File: config.mk
export PLATFORM = sky130hd
export DESIGN_NAME = seq_shift_right
export DESIGN_NICKNAME = d
export VERILOG_FILES = /design/src/rtl/seq_shift_right_pkg.sv /design/src/rtl/seq_shift_right_sr_stage.sv /design/src/rtl/seq_shift_right.sv
export SDC_FILE = /design/constraint.sdc
export NUM_CORES = 1
export LEC_CHECK = 0
export ABC_CLOCK_PERIOD_IN_PS = 1900
export CAP_MARGIN = 10
export CORE_MARGIN = 5
export CORE_UTILIZATION = 55
export CTS_CLUSTER_DIAMETER = 80
export CTS_CLUSTER_SIZE = 25
export DETAILED_ROUTE_END_ITERATION = 8
export DONT_BUFFER_PORTS = 1
export PLACE_DENSITY = 0.81
export SYNTH_ARGS = -nofsm -noshare
export SYNTH_HDL_FRONTEND = slang
export SYNTH_SLANG_ARGS = --single-unit
File: constraint.sdc
create_clock -name clock -period 1.9 [get_ports clock]
set_input_delay 0.285 -clock clock [delete_from_list [all_inputs] [get_ports clock]]
set_output_delay 0.285 -clock clock [all_outputs]
set_load 0.01 [all_outputs]
File: src/rtl/seq_shift_right_pkg.sv
// Shared constants and state encoding for the multi-cycle right shifter.
package seq_shift_right_pkg;

   localparam int unsigned SrWidth  = 32;
   localparam int unsigned SrShamtW = 5;

   // First stage applied is the 16-bit one; step counts down to 0.
   localparam logic [2:0] StepInit = 3'd4;

   typedef enum logic [1:0] {
      StIdle  = 2'd0,
      StShift = 2'd1,
      StDone  = 2'd2
   } state_e;

endpackage

File: src/rtl/seq_shift_right_sr_stage.sv
// One constant-distance right-shift stage with an external fill bit.
module seq_shift_right_sr_stage #(
   parameter int unsigned WIDTH = 32,
   parameter int unsigned DIST  = 1
) (
   input  logic [WIDTH-1:0] data_i,
   input  logic             fill_i,
   output logic [WIDTH-1:0] data_o
);

   assign data_o = {{DIST{fill_i}}, data_i[WIDTH-1:DIST]};

endmodule

File: src/rtl/seq_shift_right.sv
// Multi-cycle SRL/SRA: one binary-weighted stage (16, 8, 4, 2, 1) per cycle under start/ready.
module seq_shift_right
   import seq_shift_right_pkg::*;
#(
   parameter int unsigned WIDTH   = SrWidth,
   parameter int unsigned SHAMT_W = SrShamtW
) (
   input  logic               clock,
   input  logic               reset,
   input  logic               ctrl_start,
   input  logic [WIDTH-1:0]   data_operand,
   input  logic [SHAMT_W-1:0] ctrl_shamt,
   input  logic               ctrl_arith,
   output logic               ctrl_busy,
   output logic               data_resultRDY,
   output logic [WIDTH-1:0]   data_result
);

   state_e             state_q, state_d;
   logic [2:0]         step_q, step_d;
   logic [WIDTH-1:0]   work_q, work_d;
   logic [SHAMT_W-1:0] shamt_q, shamt_d;
   logic               arith_q, arith_d;
   logic               sign_q, sign_d;
   logic [WIDTH-1:0]   result_q, result_d;

   logic [WIDTH-1:0]   stage_out [SHAMT_W];
   logic [WIDTH-1:0]   shifted;
   logic               fill;

   // Fill comes from the latched operand sign, never from the working register.
   assign fill = arith_q & sign_q;

   for (genvar g = 0; g < SHAMT_W; g++) begin : g_stage
      seq_shift_right_sr_stage #(
         .WIDTH (WIDTH),
         .DIST  (1 << g)
      ) u_stage (
         .data_i (work_q),
         .fill_i (fill),
         .data_o (stage_out[g])
      );
   end

   assign shifted = shamt_q[step_q] ? stage_out[step_q] : work_q;

   always_comb begin
      state_d  = state_q;
      step_d   = step_q;
      work_d   = work_q;
      shamt_d  = shamt_q;
      arith_d  = arith_q;
      sign_d   = sign_q;
      result_d = result_q;
      unique case (state_q)
         StIdle: begin
            if (ctrl_start) begin
               work_d  = data_operand;
               shamt_d = ctrl_shamt;
               arith_d = ctrl_arith;
               sign_d  = data_operand[WIDTH-1];
               step_d  = StepInit;
               state_d = StShift;
            end
         end
         StShift: begin
            work_d = shifted;
            if (step_q == 3'd0) begin
               step_d   = StepInit;
               result_d = shifted;
               state_d  = StDone;
            end else begin
               step_d = step_q - 3'd1;
            end
         end
         StDone: begin
            state_d = StIdle;
         end
         default: begin
            state_d = StIdle;
         end
      endcase
   end

   always_ff @(posedge clock) begin
      if (reset) begin
         state_q  <= StIdle;
         step_q   <= StepInit;
         work_q   <= '0;
         shamt_q  <= '0;
         arith_q  <= 1'b0;
         sign_q   <= 1'b0;
         result_q <= '0;
      end else begin
         state_q  <= state_d;
         step_q   <= step_d;
         work_q   <= work_d;
         shamt_q  <= shamt_d;
         arith_q  <= arith_d;
         sign_q   <= sign_d;
         result_q <= result_d;
      end
   end

   assign ctrl_busy      = (state_q != StIdle);
   assign data_resultRDY = (state_q == StDone);
   assign data_result    = result_q;

endmodule
=== Yosys cells after proc, flatten, opt, wreduce, memory -nomap -nowiden ===
Cells that the tools add are included.

* Equality and inequality tests: 4
* $add $sub $neg: 1
* Reduce and logical (&&, ||, !) cells: 8
* Mux-type cells: 14
* Magnitude comparators: 2
* Bitwise gates (word level): 2

{| class="wikitable"
|+ Operators with widths
! operator !! count
|-
| $mux 32 || 4
|-
| $bmux 32 s3 || 1
|-
| $pmux 32 s2 || 1
|-
| $reduce_and 2->1 || 4
|-
| $mux 3 || 2
|-
| $pmux 3 s2 || 1
|-
| $ge 4x4->1 const B || 1
|-
| $lt 3x4->1 const B || 1
|-
| $mux 2 || 2
|-
| $ne 2x2->1 const B || 2
|-
| $not 3->4 || 1
|-
| $pmux 2 s2 || 1
|-
| $reduce_bool 2->1 || 2
|-
| $bmux 1 s3 || 1
|-
| $logic_not 3->1 || 1
|-
| $sub 3x1->3 const B || 1
|-
| $eq 2x1->1 const B || 1
|-
| $eq 2x2->1 const B || 1
|-
| $logic_not 2->1 || 1
|-
| $and 1x1->1 || 1
|-
| $mux 1 || 1
|}

* Bits in registers: 76
* Bits of input ports: 41
* Output and inout bits: 34
* Logic and storage cells: 38

=== Depth between registers and ports, before layout ===
* Depth after elaboration: 6
* Gate-level depth with buffers: 8
* Depth with buffers taken out: 5

=== Cells and area by module ===
Synthesis repeated with hierarchy kept, for this count alone.

* Cells, all modules: 679
* Area total of the unflattened synthesis: 5704.2 sq um

{| class="wikitable"
|+ By module, submodules not included
! module !! seq. area each (sq um) !! area each (sq um) !! cells an instance !! times used
|-
| seq_shift_right || 1521.5 || 4503.1 || 519 || 1
|-
| seq_shift_right_sr_stage || 0.0 || 240.2 || 32 || 5
|}

=== Worst setup path after synthesis ===
No wires, ideal clock.

* Kind: flip-flop to flip-flop
* Start: register step_q[0]
* End: register work_q[4]
* Stages on the path, launching flop included: 6
* Library setup time: 136 ps
* Path buffers: 2
* Setup slack: 53 ps
* Required time: 1764 ps
* Period minus slack after synthesis: 1847 ps
* Arrival time: 1711 ps
* Cell sequence: dfxtp_1 -> buf_6 -> buf_2 -> mux4_2 -> a221oi_1 -> o32ai_1

* Longest elaborated chain between the ends: 6
* Elaborated cells on any way between the ends: 8

{| class="wikitable"
|+ RTL lines
! what !! line !! text
|-
| start, declared || seq_shift_right.sv:20 || <nowiki>logic [2:0] step_q, step_d;</nowiki>
|-
| start signal, assigned || seq_shift_right.sv:88 || <nowiki>step_q <= StepInit;</nowiki>
|-
| start signal, assigned || seq_shift_right.sv:96 || <nowiki>step_q <= step_d;</nowiki>
|-
| $not 3->4 (not written as such) || seq_shift_right.sv:45 || <nowiki>assign shifted = shamt_q[step_q] ? stage_out[step_q] : work_q;</nowiki>
|-
| $bmux 32 s3 || seq_shift_right.sv:45 ||
|-
| $mux 32 (not written as such) (2 in a row) || seq_shift_right.sv:45 ||
|-
| $mux 32 (*) || seq_shift_right.sv:45 ||
|-
| $pmux 32 s2 (*) || seq_shift_right.sv:55 || <nowiki>unique case (state_q)</nowiki>
|-
| end signal, assigned || seq_shift_right.sv:97 || <nowiki>work_q <= work_d;</nowiki>
|-
| end, declared || seq_shift_right.sv:21 || <nowiki>logic [WIDTH-1:0] work_q, work_d;</nowiki>
|}

Every way passes the cells marked *; elsewhere a longest branch is shown, timed or not. The select of a mux whose other input is x is not followed.
A chain may end at the register's enable or synchronous reset.

=== Final worst setup path ===
* Start: register step_q[0]
* End: register work_q[26]

The elaborated chain is that of the path after synthesis.

==> out/metrics.cfg <==
[status]
status=completed

[synthesis]
ys_seq_elements=76
ys_types=43
ys_seq_area_share_pct=36.7
syn_area_mm2=0.00415
async_flop_share_pct=0
synthesis.nets=507
avgSynthCellArea_um2=8.90
synth_ff_type=dfxtp_1
synth_warnings=0
synthCells=466
synth_edf_count=0

[clock_network]
h-tree-depth=3
clk_latency_ns=0.35
clockRootBuffer=clkbuf_8
path_clk_slew_ns=0.08
cts_buffers=9
cts_buffer_depth=2
clock_sinks=76
cts_tree=yes

[detailed_routing]
via_per_inst=6.82
drt_iter0_drc=411
drc_errors=0
wl_um=12500
post_drt_wl_per_cell_um=21.6
antenna_left=0
vias=3943
firstDrtPassIters=5

[setup_path]
cp.required_ns=2.17
path_cells=buf_6, and4bb_2, a221o_1, buf_6, nor2_4, or3_1, a31oi_1
slowest_stage=dfxtp_4
cp.arrival_ns=2.17
critPathBufInv=2
crit_fanout=5
cp-start-kind=flip-flop
slowest_delay_ns=0.40
end_kind=flip-flop
critPathKind=flip-flop to flip-flop
cp_common_cell=buf_6
path_delay_family=simple AND/OR/NAND/NOR gates

[timing]
worst_hold_slack_ns=0.0322
max-slew-margin-rel_pct=58.1
setup_viol=0
hold_viol_final=0
clock_skew_ns=0.0171
grt_setup_unrepaired=true
worstMarginPinSlew_ns=0.626
fmax_ghz=0.527
finalCritPeriodShare_pct=99.9
finalCriticalPeriod_ns=1.90
slew_viol_final=0

[final_layout]
n_antenna_cell=0
multiInputGateArea_mm2=0.00252
nNetsFinal=515
drive_gt1_share_pct=23.4
register_area_mm2=0.00153
area_growth_pct=17.4
postLayoutCoreUtil_pct=66.8
fill_cells=628

[floorplanning]
ioPinCount=75
die_h_um=96.8
die_area_mm2=0.00938
rows=31
fp.coreArea_mm2=0.00729
dieWidth_um=96.8
start_util_pct=56.9

[placement]
gp_congestion=0.905
portBuffers=0
dp.final_hpwl_um=7980

[pwr]
power_density_mw_per_mm2=859
leakagePower_nw=1.77
peakVddDrop_mv=0.444

[min_path]
hold_path.class=input port to flip-flop

[grt]
grt_pass1_wl_um=19200
antenna_found_initial=0
grt_overflow=0
first_global_vias=3715
grt_max_degree=41
grt_usage_pct=24.8

[flow_run]
cap_violations=0

==> layout make-up <==
type / count / area share, %
Multi-Input combinational cell: 340 / 51.8
Sequential cell: 76 / 31.3
Timing Repair Buffer: 43 / 9.56
Clock buffer: 11 / 2.70
Tap cell: 99 / 2.54
Clock inverter: 5 / 1.77
Inverter: 4 / 0.308
==> registers in the layout, indices dropped and copies added (netlist names) <==
register,count
arith_q,1
data_result,32
shamt_q,5
sign_q,1
state_q,2
step_q,3
work_q,32
==> stage by stage <==
| stage | total power, mW | cell area, um^2 | worst slack [ns] | setup TNS (ns) | std cells |
|---|---|---|---|---|---|
| floorplan | 2.44 | 4150 | 0.0530 | 0 | 466 |
| global placement | 2.69 | 4420 | -0.0274 | -0.0554 | 553 |
| detailed placement | 2.72 | 4420 | -0.110 | -1.03 | 553 |
| CTS | 4.08 | 4670 | 0.00234 | 0 | 571 |
| global route | 4.34 | 4870 | -0.0676 | -0.299 | 578 |
| finish | 4.18 | 4870 | 0.00119 | 0 | 578 |
==> repair_timing <==
item                                   CTS  global route
hold buffers                             1             0
setup buffers                            1             6
gates resized for setup                  4            33
setup endpoints to repair               26            43
pin swaps                                2            11
gates cloned                             0             1
endpoints found under the hold margin   16             0
==> routing by layer <==
metal  global-route usage [%]  wire (um)  vias up
met5                        0          0        -
met4                     9.83        359        0
met3                     6.98        959       36
met2                     41.0       6340      219
met1                     30.4       4820     1898
li1                         -          -     1790
==> layout by cell type (no fill, tap or decap), types with 8 or more instances in the layout <==
| master | instances |
|---|---|
| o22ai_1 | 15 |
| clkbuf_8 | 9 |
| nor2_1 | 12 |
| and3_1 | 22 |
| buf_4 | 29 |
| dfxtp_1 | 75 |
| a21oi_1 | 36 |
| nand2_1 | 65 |
| o31ai_1 | 16 |
| a221oi_1 | 9 |
| a211oi_1 | 8 |
| o21ai_0 | 24 |
| nor2_2 | 10 |
| o32ai_1 | 13 |
| and2_1 | 10 |
| mux4_2 | 24 |
==> logic make-up after synthesis <==
| logic type | after synthesis | synth area share (%) |
|---|---|---|
| buf+inv | 50 | 5.16 |
| compound gates | 154 | 24.7 |
| mux | 34 | 15.7 |
| flops | 76 | 36.7 |
| simple gates | 152 | 17.8 |
==> final timing paths <==
kind,startpoint,slack [ns],to,cells after the start
worst max-delay path,step_q[0],0.001,work_q[26],7
worst min-delay path,reset,0.03,work_q[17],1
worst max register to register,step_q[0],0.001,work_q[26],7
worst min register to register,shamt_q[0],0.46,shamt_q[0],2
==> where the power goes <==
part / leakage, nW / internal [mW] / switching [mW]
registers: 0.620 / 1.68 / 0.148
clock network: 0.108 / 0.748 / 0.620
logic: 1.04 / 0.474 / 0.508
total: 1.77 / 2.91 / 1.28
==> Yosys cell counts (2+ instances only) <==
cell / number / share of area, %
dfxtp_1: 76 / 37
nand2_1: 66 / 6.0
a21oi_1: 37 / 4.5
clkbuf_1: 31 / 2.8
o21ai_0: 29 / 3.5
mux4_2: 24 / 13
nor2_1: 24 / 2.2
and3_1: 22 / 3.3
o22ai_1: 16 / 2.4
o31ai_1: 16 / 2.9
o32ai_1: 15 / 3.2
a221oi_1: 12 / 2.5
buf_2: 12 / 1.4
and2_1: 9 / 1.4
a211oi_1: 8 / 1.4
nand3_1: 8 / 0.97
a31oi_1: 6 / 0.91
mux2i_1: 6 / 1.4
nand2b_1: 6 / 0.91
a221o_1: 5 / 1.2
nor2b_1: 5 / 0.75
inv_1: 4 / 0.36
mux2_2: 3 / 0.81
nor3_1: 3 / 0.36
or3_1: 3 / 0.45
a21boi_0: 2 / 0.36
o221ai_1: 2 / 0.42
Power figures use the tool's default switching activity.
